**src/rtl/sq_slot_sched.sv**
```systemverilog
// Time-multiplexed operator scheduler: walks 2**SLOT_W slots per sample tick through a shared sine/pow datapath.
// Define SQ_SCHED_MIX_EN to add a per-frame sum of all slot results (mix_out/mix_valid).
module sq_slot_sched #(
  parameter int SLOT_W = 2
) (
  input  logic              clk,
  input  logic              reset,
  input  logic              tick,
  input  logic              cfg_we,
  input  logic [SLOT_W-1:0] cfg_slot,
  input  logic [10:0]       cfg_fnumber,
  input  logic [2:0]        cfg_block,
  input  logic [3:0]        cfg_multiple,
  input  logic              cfg_key,
  output logic [9:0]        phase_out,
  input  logic [12:0]       sin_val,
  output logic              pow_req,
  output logic [12:0]       pow_x,
  input  logic              pow_ack,
  input  logic [12:0]       pow_y,
  output logic [12:0]       slot_out,
  output logic [SLOT_W-1:0] slot_idx,
  output logic              slot_valid,
  output logic              frame_done,
`ifdef SQ_SCHED_MIX_EN
  output logic [13+SLOT_W-1:0] mix_out,
  output logic              mix_valid,
`endif
  output logic              overrun
);

  localparam int SLOTS = 1 << SLOT_W;
  localparam int MIX_W = 13 + SLOT_W;

  typedef enum logic [2:0] {S_IDLE, S_ACC, S_LOOK, S_CAP, S_POW, S_DONE} state_t;

  logic [10:0] fnum_q [SLOTS];
  logic [2:0]  blk_q  [SLOTS];
  logic [3:0]  mul_q  [SLOTS];
  logic [19:0] acc_q  [SLOTS];
  logic [SLOTS-1:0] key_q;

  state_t            state_q, state_d;
  logic [SLOT_W-1:0] slot_q, slot_d;
  logic [9:0]        phase_q, phase_d;
  logic              pow_req_q, pow_req_d;
  logic [12:0]       pow_x_q, pow_x_d;
  logic [12:0]       slot_out_q, slot_out_d;
  logic [SLOT_W-1:0] slot_idx_q, slot_idx_d;
  logic              slot_valid_q, slot_valid_d;
  logic              frame_done_q, frame_done_d;
  logic              overrun_q, overrun_d;
  logic              acc_we_s;
  logic              last_slot_s;
  logic [SLOT_W-1:0] next_slot_s;
  logic [19:0]       inc_s, acc_sum_s;
`ifdef SQ_SCHED_MIX_EN
  logic [MIX_W-1:0]  mix_acc_q, mix_acc_d, mix_out_q, mix_out_d;
  logic              mix_valid_q, mix_valid_d;
`endif

  // multiple==0 means x0.5; otherwise integer multiply, truncated to the 20-bit accumulator width
  function automatic logic [19:0] calc_inc(input logic [10:0] fn, input logic [2:0] blk,
                                           input logic [3:0] mul);
    logic [19:0] fmult;
    logic [23:0] prod;
    fmult = {9'b0, fn} << blk;
    prod  = {4'b0, fmult} * {20'b0, mul};
    return (mul == 4'd0) ? (fmult >> 1) : prod[19:0];
  endfunction

  assign inc_s       = calc_inc(fnum_q[slot_q], blk_q[slot_q], mul_q[slot_q]);
  assign acc_sum_s   = acc_q[slot_q] + inc_s;
  assign last_slot_s = (slot_q == SLOT_W'(SLOTS - 1));
  assign next_slot_s = last_slot_s ? {SLOT_W{1'b0}} : slot_q + SLOT_W'(1);

  // Per-slot config and phase accumulators; a key-off write clears the accumulator
  always_ff @(posedge clk) begin
    if (reset) begin
      key_q <= {SLOTS{1'b0}};
      for (int i = 0; i < SLOTS; i++) begin
        fnum_q[i] <= 11'd0;
        blk_q[i]  <= 3'd0;
        mul_q[i]  <= 4'd0;
        acc_q[i]  <= 20'd0;
      end
    end else begin
      for (int i = 0; i < SLOTS; i++) begin
        if (cfg_we && cfg_slot == SLOT_W'(i)) begin
          fnum_q[i] <= cfg_fnumber;
          blk_q[i]  <= cfg_block;
          mul_q[i]  <= cfg_multiple;
          key_q[i]  <= cfg_key;
        end
        if (cfg_we && cfg_slot == SLOT_W'(i) && !cfg_key) begin
          acc_q[i] <= 20'd0;
        end else if (acc_we_s && slot_q == SLOT_W'(i)) begin
          acc_q[i] <= acc_sum_s;
        end else begin
          acc_q[i] <= acc_q[i];
        end
      end
    end
  end

  // FSM state and output registers
  always_ff @(posedge clk) begin
    if (reset) begin
      state_q      <= S_IDLE;
      slot_q       <= {SLOT_W{1'b0}};
      phase_q      <= 10'd0;
      pow_req_q    <= 1'b0;
      pow_x_q      <= 13'd0;
      slot_out_q   <= 13'd0;
      slot_idx_q   <= {SLOT_W{1'b0}};
      slot_valid_q <= 1'b0;
      frame_done_q <= 1'b0;
      overrun_q    <= 1'b0;
`ifdef SQ_SCHED_MIX_EN
      mix_acc_q    <= {MIX_W{1'b0}};
      mix_out_q    <= {MIX_W{1'b0}};
      mix_valid_q  <= 1'b0;
`endif
    end else begin
      state_q      <= state_d;
      slot_q       <= slot_d;
      phase_q      <= phase_d;
      pow_req_q    <= pow_req_d;
      pow_x_q      <= pow_x_d;
      slot_out_q   <= slot_out_d;
      slot_idx_q   <= slot_idx_d;
      slot_valid_q <= slot_valid_d;
      frame_done_q <= frame_done_d;
      overrun_q    <= overrun_d;
`ifdef SQ_SCHED_MIX_EN
      mix_acc_q    <= mix_acc_d;
      mix_out_q    <= mix_out_d;
      mix_valid_q  <= mix_valid_d;
`endif
    end
  end

  // Next-state and output logic; the frame stays busy through the frame_done cycle
  always_comb begin
    state_d      = state_q;
    slot_d       = slot_q;
    phase_d      = phase_q;
    pow_req_d    = pow_req_q;
    pow_x_d      = pow_x_q;
    slot_out_d   = slot_out_q;
    slot_idx_d   = slot_idx_q;
    slot_valid_d = 1'b0;
    frame_done_d = 1'b0;
    acc_we_s     = 1'b0;
`ifdef SQ_SCHED_MIX_EN
    mix_acc_d    = mix_acc_q;
    mix_out_d    = mix_out_q;
    mix_valid_d  = 1'b0;
`endif
    if (tick && (state_q != S_IDLE || frame_done_q)) begin
      overrun_d = 1'b1;
    end else begin
      overrun_d = overrun_q;
    end
    case (state_q)
      S_IDLE: begin
        if (tick && !frame_done_q) begin
          state_d = S_ACC;
          slot_d  = {SLOT_W{1'b0}};
`ifdef SQ_SCHED_MIX_EN
          mix_acc_d = {MIX_W{1'b0}};
`endif
        end else begin
          state_d = S_IDLE;
        end
      end
      S_ACC: begin
        if (key_q[slot_q]) begin
          acc_we_s = 1'b1;
          phase_d  = acc_sum_s[19:10];
          state_d  = S_LOOK;
        end else begin
          slot_out_d   = 13'd0;
          slot_idx_d   = slot_q;
          slot_valid_d = 1'b1;
          slot_d       = next_slot_s;
          state_d      = last_slot_s ? S_DONE : S_ACC;
        end
      end
      S_LOOK: state_d = S_CAP;
      S_CAP: begin
        pow_x_d   = sin_val;
        pow_req_d = 1'b1;
        state_d   = S_POW;
      end
      S_POW: begin
        if (pow_ack) begin
          pow_req_d    = 1'b0;
          slot_out_d   = pow_y;
          slot_idx_d   = slot_q;
          slot_valid_d = 1'b1;
          slot_d       = next_slot_s;
          state_d      = last_slot_s ? S_DONE : S_ACC;
`ifdef SQ_SCHED_MIX_EN
          mix_acc_d = mix_acc_q + {{SLOT_W{pow_y[12]}}, pow_y};
`endif
        end else begin
          pow_req_d = 1'b1;
        end
      end
      S_DONE: begin
        frame_done_d = 1'b1;
        state_d      = S_IDLE;
`ifdef SQ_SCHED_MIX_EN
        mix_out_d   = mix_acc_q;
        mix_valid_d = 1'b1;
`endif
      end
      default: state_d = S_IDLE;
    endcase
  end

  assign phase_out  = phase_q;
  assign pow_req    = pow_req_q;
  assign pow_x      = pow_x_q;
  assign slot_out   = slot_out_q;
  assign slot_idx   = slot_idx_q;
  assign slot_valid = slot_valid_q;
  assign frame_done = frame_done_q;
  assign overrun    = overrun_q;
`ifdef SQ_SCHED_MIX_EN
  assign mix_out    = mix_out_q;
  assign mix_valid  = mix_valid_q;
`endif

endmodule

```
**config.mk**
```make
export PLATFORM = sky130hd
export DESIGN_NAME = sq_slot_sched
export DESIGN_NICKNAME = d
export VERILOG_FILES = /design/src/rtl/sq_slot_sched.sv
export SDC_FILE = /design/constraint.sdc
export NUM_CORES = 1
export LEC_CHECK = 0
export ABC_AREA = 1
export CAP_MARGIN = 40
export CORE_MARGIN = 2
export CORE_UTILIZATION = 60
export CTS_CLUSTER_SIZE = 14
export DETAILED_ROUTE_END_ITERATION = 6
export DONT_BUFFER_PORTS = 1
export PLACE_DENSITY = 0.73
export SYNTH_ARGS = -nofsm -noshare
export SYNTH_HDL_FRONTEND = slang
export SYNTH_SLANG_ARGS = --single-unit
```
**constraint.sdc**
```tcl
create_clock -name clk -period 8.9 [get_ports clk]
set_input_delay 2.67 -clock clk [delete_from_list [all_inputs] [get_ports clk]]
set_output_delay 2.67 -clock clk [all_outputs]
set_load 0.01 [all_outputs]
```
== After elaboration in Yosys (flattened, before gate mapping) ==
Memory sizes are Yosys's and may differ from the RTL's. A register that Yosys moved wholly into a read port is not among the register bits.
Index checks and enable logic that the tools add are counted.
Operators by class
  add/subtract/negate cells: 2
  multipliers: 1
  magnitude comparators: 1
  equal/unequal tests: 18
  shift operators: 1
  multiplexer cells: 117
  bitwise logic cells: 24
  reduce and logical (&&, ||, !) cells: 32
Operator list (number)
  2-to-1 mux 20 bit: 13
  2-to-1 mux 1 bit: 66
  2-to-1 mux 11 bit: 4
  2-to-1 mux 2 bit: 14
  2-to-1 mux 13 bit: 2
  one-hot mux 13 bit (2 select lines): 1
  OR 1 bit: 24
  2-to-1 mux 3 bit: 7
  adder 20 bit: 1
  multiplier 20 x 4 -> 20 bit: 1
  left shift 11 x 3 -> 20 bit: 1
  2-to-1 mux 4 bit: 4
  one-hot mux 3 bit (5 select lines): 1
  logical AND 1 bit: 14
  AND reduction 2 bit: 5
  equality test 2 bit (second input constant): 4
  equality test 3 x 2 -> 1 bit (second input constant): 2
  equality test 3 bit (second input constant): 2
  != test 2 bit (second input constant): 3
  one-hot mux 2 bit (3 select lines): 1
  nonzero test 3 bit: 2
  equality test 2 x 1 -> 1 bit (second input constant): 2
  zero test 2 bit: 2
  zero test 4 bit: 1
  13 further kinds: 19
Word-level totals
  flip-flop bits (word level): 51
  bits in writable memories: 152
  bits of input ports: 52
  output and inout bits: 42
  logic and storage cells: 214
  memories: 4
Memory list
  acc_q: words 4, width 20, read ports 1, clocked after memory_dff 1, wr ports 4, RTL line 40  | logic [19:0] acc_q [SLOTS];
  fnum_q: words 4, width 11, read ports 1, clocked after memory_dff 1, wr ports 4, RTL line 37  | logic [10:0] fnum_q [SLOTS];
  mul_q: words 4, width 4, read ports 1, clocked after memory_dff 1, wr ports 4, RTL line 39  | logic [3:0] mul_q [SLOTS];
  blk_q: words 4, width 3, read ports 1, clocked after memory_dff 1, wr ports 4, RTL line 38  | logic [2:0] blk_q [SLOTS];

== Longest topological paths before layout ==
Gate-level depths: netlist of the first run.
  word-level depth: 11
  gate-level depth with buffers: 43

== Worst setup path after synthesis of the first run ==
OpenSTA, ideal clock, no wires.
  kind: register to register
  start point: register with a tool-made name
  end point: memory acc_q[0][18] (data pin)
  library setup time: 267 ps
  data arrival time: 5460 ps
  setup slack: 3173 ps
  cell stages (with the launch flop): 36
  cell sequence: dfxtp_1 > buf_4 > inv_4 > buf_6 > buf_4 > a21oi_1 > a32o_1 > nand2_1 > nand2_1 > inv_1 > nand2_1 > o21ai_0 > or2_2 > nand2_1 > nor2_1 > fa_1 > inv_1 > fa_1 > inv_1 > ha_1 > a21o_1 > a31oi_1 > nand2_1 > a31oi_1 > inv_1 > a21oi_1 > xnor2_1 > o21ai_0 > inv_1 > ha_1 > nand2_1 > nor4_1 > nand4_1 > nand3_1 > xor2_1 > nor2_1
RTL lines (RTL line)
  end: declaration: 40

==> results.toml, run 1 <==
[cells_and_area]
n_fill_cell = 1688
drive_gt1_frac = 0.0656
areaGrowthSynthToFinish_pct = 8.29
final_nets = 1594
regArea_um2 = 5630
diodes = 0
multi_input_area_um2 = 5700

[detailed_routing]
wire_per_inst_um = 17.5
drt-vias-per-instance = 5.70
vias = 9956
wl_um = 30700
postRouteAntennaNets = 0
dr.pass1.iters = 5
drcViolationCount = 0
drt_iter0_drc = 941

[clocking]
cts-resized-gates = 0
cts_tree = "built"
cts_htree_levels = 1
ctsHoldBuffers = 0
post-cts-setup-buffer-count = 0
insertion_delay_ns = 0.50
cts_sinks = 205
path_clk_slew_ns = 0.06
numCtsBuffers = 22
cts_max_path_buffers = 3
cts_root_buf = "clkbuf_16"

[yosys]
synth_area_leaders = "edfxtp_1 (37%), nor2_1 (9.7%), dfxtp_1 (8.6%)"
synth.avg_cell_area_um2 = 8.31
yosys_warnings = 0
synth_top_area_share = 0.371
synth_ff_type = "edfxtp_1"
synth.net_count = 1609
ys_seq_elements = 205
synth_area_um2 = 12300
ys_seq_area_frac = 0.458
post-synth-top-count-cell = "nor2_1"
yosysTopAreaCell = "edfxtp_1"
synth_top_cells_by_count = "nor2_1 (319), nand2_1 (231), inv_1 (175)"
ys_types = 51
async_flop_share = 0
synth_cells = 1480
synth-edff-count = 152

[timing]
final.setup.tns_ns = 0
max_slew_margin = 0.435
skew_ns = 0.0232
period_share = 0.829
rsz0062_at_grt = "false"
max_freq_mhz = 136
worst_pin_slew_ns = 0.848
fin_crit_ns = 7.38
hold_viol = 0
setup_viol = 0
slew_violations = 0

[global_routing]
grt_overflow = 0
grt_pass1_vias = 9619
grt_pass1_wl_um = 49500
grt_use_total = 0.287
antenna_found_initial = 0
grt_max_degree = 54

[worst_hold_path]
hold_path.class = "reg -> reg"
hold_depth = 2

[setup_path]
reg2reg_depth = 37
critPathRequiredTime_ns = 9.29
cp_max_fo = 33
cp.arrival_ns = 7.76
path_buf_inv = 5
crit_family = "simple AND/OR/NAND/NOR gates"
endpoint_kind = "flop"
crit_top_cell = "nand2_1"
cpPeakStageDelay_ns = 0.63
worstSetupPathType = "reg -> reg"
startpoint_type = "flop"
critPathSlowestCell = "dfxtp_2"
crit_cells = 37

[job]
cap_violations = 0

[floorplan]
core-area_um2 = 20200
die_y_um = 147
dieArea_um2 = 21700
io_pins = 94
die_x_um = 147
num_rows = 52
initial_utilization = 0.610

[placement]
io_buffer_count = 0
dpl.hpwl_um = 22000
globalplace.congestion = 0.949

[run_status]
status = "complete, no violations"
placed cells by master, fill, tap and decap left out, drive strengths merged, types with 15 or more instances in the layout:
cell / synthesis / final
edfxtp: 152 / 152
nand3: 52 / 52
o21ai: 125 / 125
buf: 21 / 21
a21oi: 76 / 76
o22ai: 20 / 20
nor2: 326 / 326
or2: 15 / 15
clkbuf: 39 / 33
dfxtp: 53 / 53
inv: 179 / 181
fa: 33 / 33
ha: 44 / 44
nand2: 239 / 239
through the flow:
step / cell area [um2] / cells / setup slack, ns / utilization / hold slack [ns]
2_1_floorplan: 12300 / 1480 / 3.17 / - / 0.427
3_3_place_gp: 12400 / 1699 / 1.74 / 0.616 / 0.441
3_5_place_dp: 12600 / 1711 / 1.64 / 0.625 / 0.446
4_1_cts: 13300 / 1748 / 1.61 / 0.660 / 0.452
5_1_grt: 13300 / 1748 / 0.722 / 0.660 / 0.483
6_report: 13300 / 1748 / 1.52 / 0.660 / 0.448
tightest hold or removal path, stage by stage (launching register included):
cell     delay, ns
dfxtp_1       0.29
inv_1         0.05
a21oi_1       0.05
registers in the layout, indices dropped and copies added, names as in the netlist, named ones only:
name / flops
slot_q: 2
slot_valid: 1
key_q: 4
overrun: 1
pow_x: 13
fnum_q: 44
slot_out: 13
phase_out: 10
state_q: 3
blk_q: 12
slot_idx: 2
pow_req: 1
mul_q: 16
acc_q: 80
frame_done: 1
kinds of logic (layout without fill, tap and decap cells):
kind of cell / after synthesis / count (layout) / share of synthesized area
adder cells (fa/ha/maj): 77 / 77 / 0.0985
flip-flops: 205 / 205 / 0.458
XOR/XNOR: 25 / 25 / 0.0178
buffers and inverters: 242 / 240 / 0.0792
multiplexers: 2 / 2 / 0.00163
AO/OA/AOI/OAI: 270 / 270 / 0.125
AND/OR/NAND/NOR: 659 / 659 / 0.220
per-layer routing:
layer / track usage / routed length [um]
met2: 0.470 / 14300
met4: 0.104 / 1090
met1: 0.396 / 13200
met3: 0.0388 / 2120
met5: 0 / 0
path summary, 6_finish.rpt:
path | slack [ns] | start | endpoint
setup / recovery | 1.52 | flop | phase_out[7]
hold reg to reg | 0.45 | key_q[0] | key_q[0]
setup reg to reg | 1.52 | flop | phase_out[7]
hold / removal | 0.45 | key_q[0] | key_q[0]
layout make-up:
type	count	area share
clock buffer	33	0.0493
clock inverter	4	0.00376
inverter	182	0.0515
multi-input combinational	1033	0.428
sequential	205	0.423
tap	270	0.0254
timing repair buffer	21	0.0194
Power of run 1 is not shown: default switching activity piles up to over one toggle a cycle in this logic, so the estimate is an artifact.
==> run 2, diff against run 1 <==
Settings changed: CORE_UTILIZATION 60 to 58.
Clock period 8.9 ns to 6.5 ns, I/O delays scaled along.
==> results.toml, run 2 (synthesized netlist as in run 1, its figures left out) <==
[setup_path]
reg2reg_depth = 34
endpoint_kind = "flop"
cpPeakStageDelay_ns = 0.56
crit_top_cell = "nand2_1"
critPathSlowestCell = "fa_1"
critPathRequiredTime_ns = 6.90
startpoint_type = "flop"
cp_max_fo = 22
worstSetupPathType = "reg -> reg"
reg2reg_to = "phase_out[8]"
cp.arrival_ns = 6.47
rrSetupSlack_ns = 0.42

[floorplan]
die_y_um = 150
num_rows = 53
core-area_um2 = 20900
io_pins = 94
dieArea_um2 = 22400
initial_utilization = 0.589
die_x_um = 150

[clocking]
path_clk_slew_ns = 0.06
insertion_delay_ns = 0.51
cts_tree = "built"
numCtsBuffers = 20
cts_root_buf = "clkbuf_16"
cts_sinks = 205
ctsHoldBuffers = 0
cts_htree_levels = 1
cts_max_path_buffers = 3

[cells_and_area]
n_fill_cell = 1750
final_nets = 1615
final_cell_mix = "nor2_1 (315), nand2_1 (228), inv_1 (174), edfxtp_1 (152), o21ai_0 (107)"
largestRegisters = "acc_q (80), fnum_q (44), mul_q (16)"
regArea_um2 = 5630
final_common_cell = "nor2_1"
regMostFlops = "acc_q"
multi_input_area_um2 = 5890
areaGrowthSynthToFinish_pct = 10.9
largest_reg_flops = 80
drive_gt1_frac = 0.104
diodes = 0

[global_routing]
grt_max_degree = 44
grt_overflow = 0
antenna_found_initial = 0
grt_pass1_vias = 9509
grt_use_total = 0.276
grt_pass1_wl_um = 48500

[timing]
period_share = 0.935
fin_crit_ns = 6.08
skew_ns = 0.0299
max_freq_mhz = 165
slew_violations = 0
max_slew_margin = 0.453
hold_viol = 0
hold_slack_ns = 0.459
worst_pin_slew_ns = 0.818
setup_viol = 0

[worst_hold_path]
hold_start = "key_q[2]"
hold_depth = 2
hold_path.class = "reg -> reg"
worstHoldEndpoint = "key_q[2]"

[placement]
globalplace.congestion = 0.900
io_buffer_count = 0
dpl.hpwl_um = 22400

[detailed_routing]
dr.pass1.iters = 6
postRouteAntennaNets = 0
wire_per_inst_um = 17.6
vias = 10000
drt_iter0_drc = 834
wl_um = 31300
drcViolationCount = 0
drt-vias-per-instance = 5.66

[run_status]
status = "complete, no violations"

[job]
cap_violations = 0
-- run 2: cell count changes in the layout (fill, tap and decap cells not counted), sizes merged --
cell	before	now
clkbuf	33	29
bufinv	1	0
inv	181	180
clkinv	4	10
buf	21	43
-- run 2: final cells by class --
cell class              instances  area share
clock buffers                  28      0.0404
flip-flops and latches        205       0.413
inverters                     182      0.0507
multi-input cells            1033       0.432
clock inverters                 8     0.00404
well taps                     275      0.0252
repair buffers                 44      0.0349
-- run 2: worst max-delay path, delay by kind of cell (launching register included) --
family | cells | cell delay [ns]
adders and majority gates | 4 | 1.68
DFF | 1 | 0.40
xor gates and xnor gates | 2 | 0.37
and+or+nand+nor | 14 | 1.67
AOI/OAI and AO/OA | 8 | 1.32
buffers and inverters | 6 | 0.55
-- run 2: worst max-delay path by stage --
stage	startpoint	to	slack [ns]	cells after the start
2_1_floorplan	flop	acc_q[3][18]	0.77	35
3_3_place_gp	flop	acc_q[3][19]	0.09	35
3_5_place_dp	flop	phase_out[8]	0.04	33
4_1_cts	flop	phase_out[8]	0.04	33
5_1_grt	flop	phase_out[6]	-0.05	37
6_report	flop	phase_out[8]	0.42	34
-- run 2: stage by stage --
step                utilization  setup TNS [ns]  area (um2)  setup WS (ns)  instances
finish                    0.653               0       13600          0.423       1775
global route              0.653          -0.131       13600        -0.0540       1775
CTS                       0.640               0       13400         0.0374       1770
detailed placement        0.611               0       12800         0.0373       1734
global placement          0.601               0       12600         0.0852       1721
floorplan                     -               0       12300          0.773       1480
-- run 2: routing by layer --
| metal | part of all wire | track usage |
|---|---|---|
| met3 | 0.071 | 0.0360 |
| met1 | 0.43 | 0.389 |
| met5 | 0 | 0 |
| met4 | 0.028 | 0.0900 |
| met2 | 0.47 | 0.444 |
-- run 2: repair_timing --
item / in CTS / in global routing
endpoints found under the setup margin: 0 / 47
buffers inserted: 0 / 4
gates resized for setup: 0 / 60
Power of run 2 is left out for the same reason.
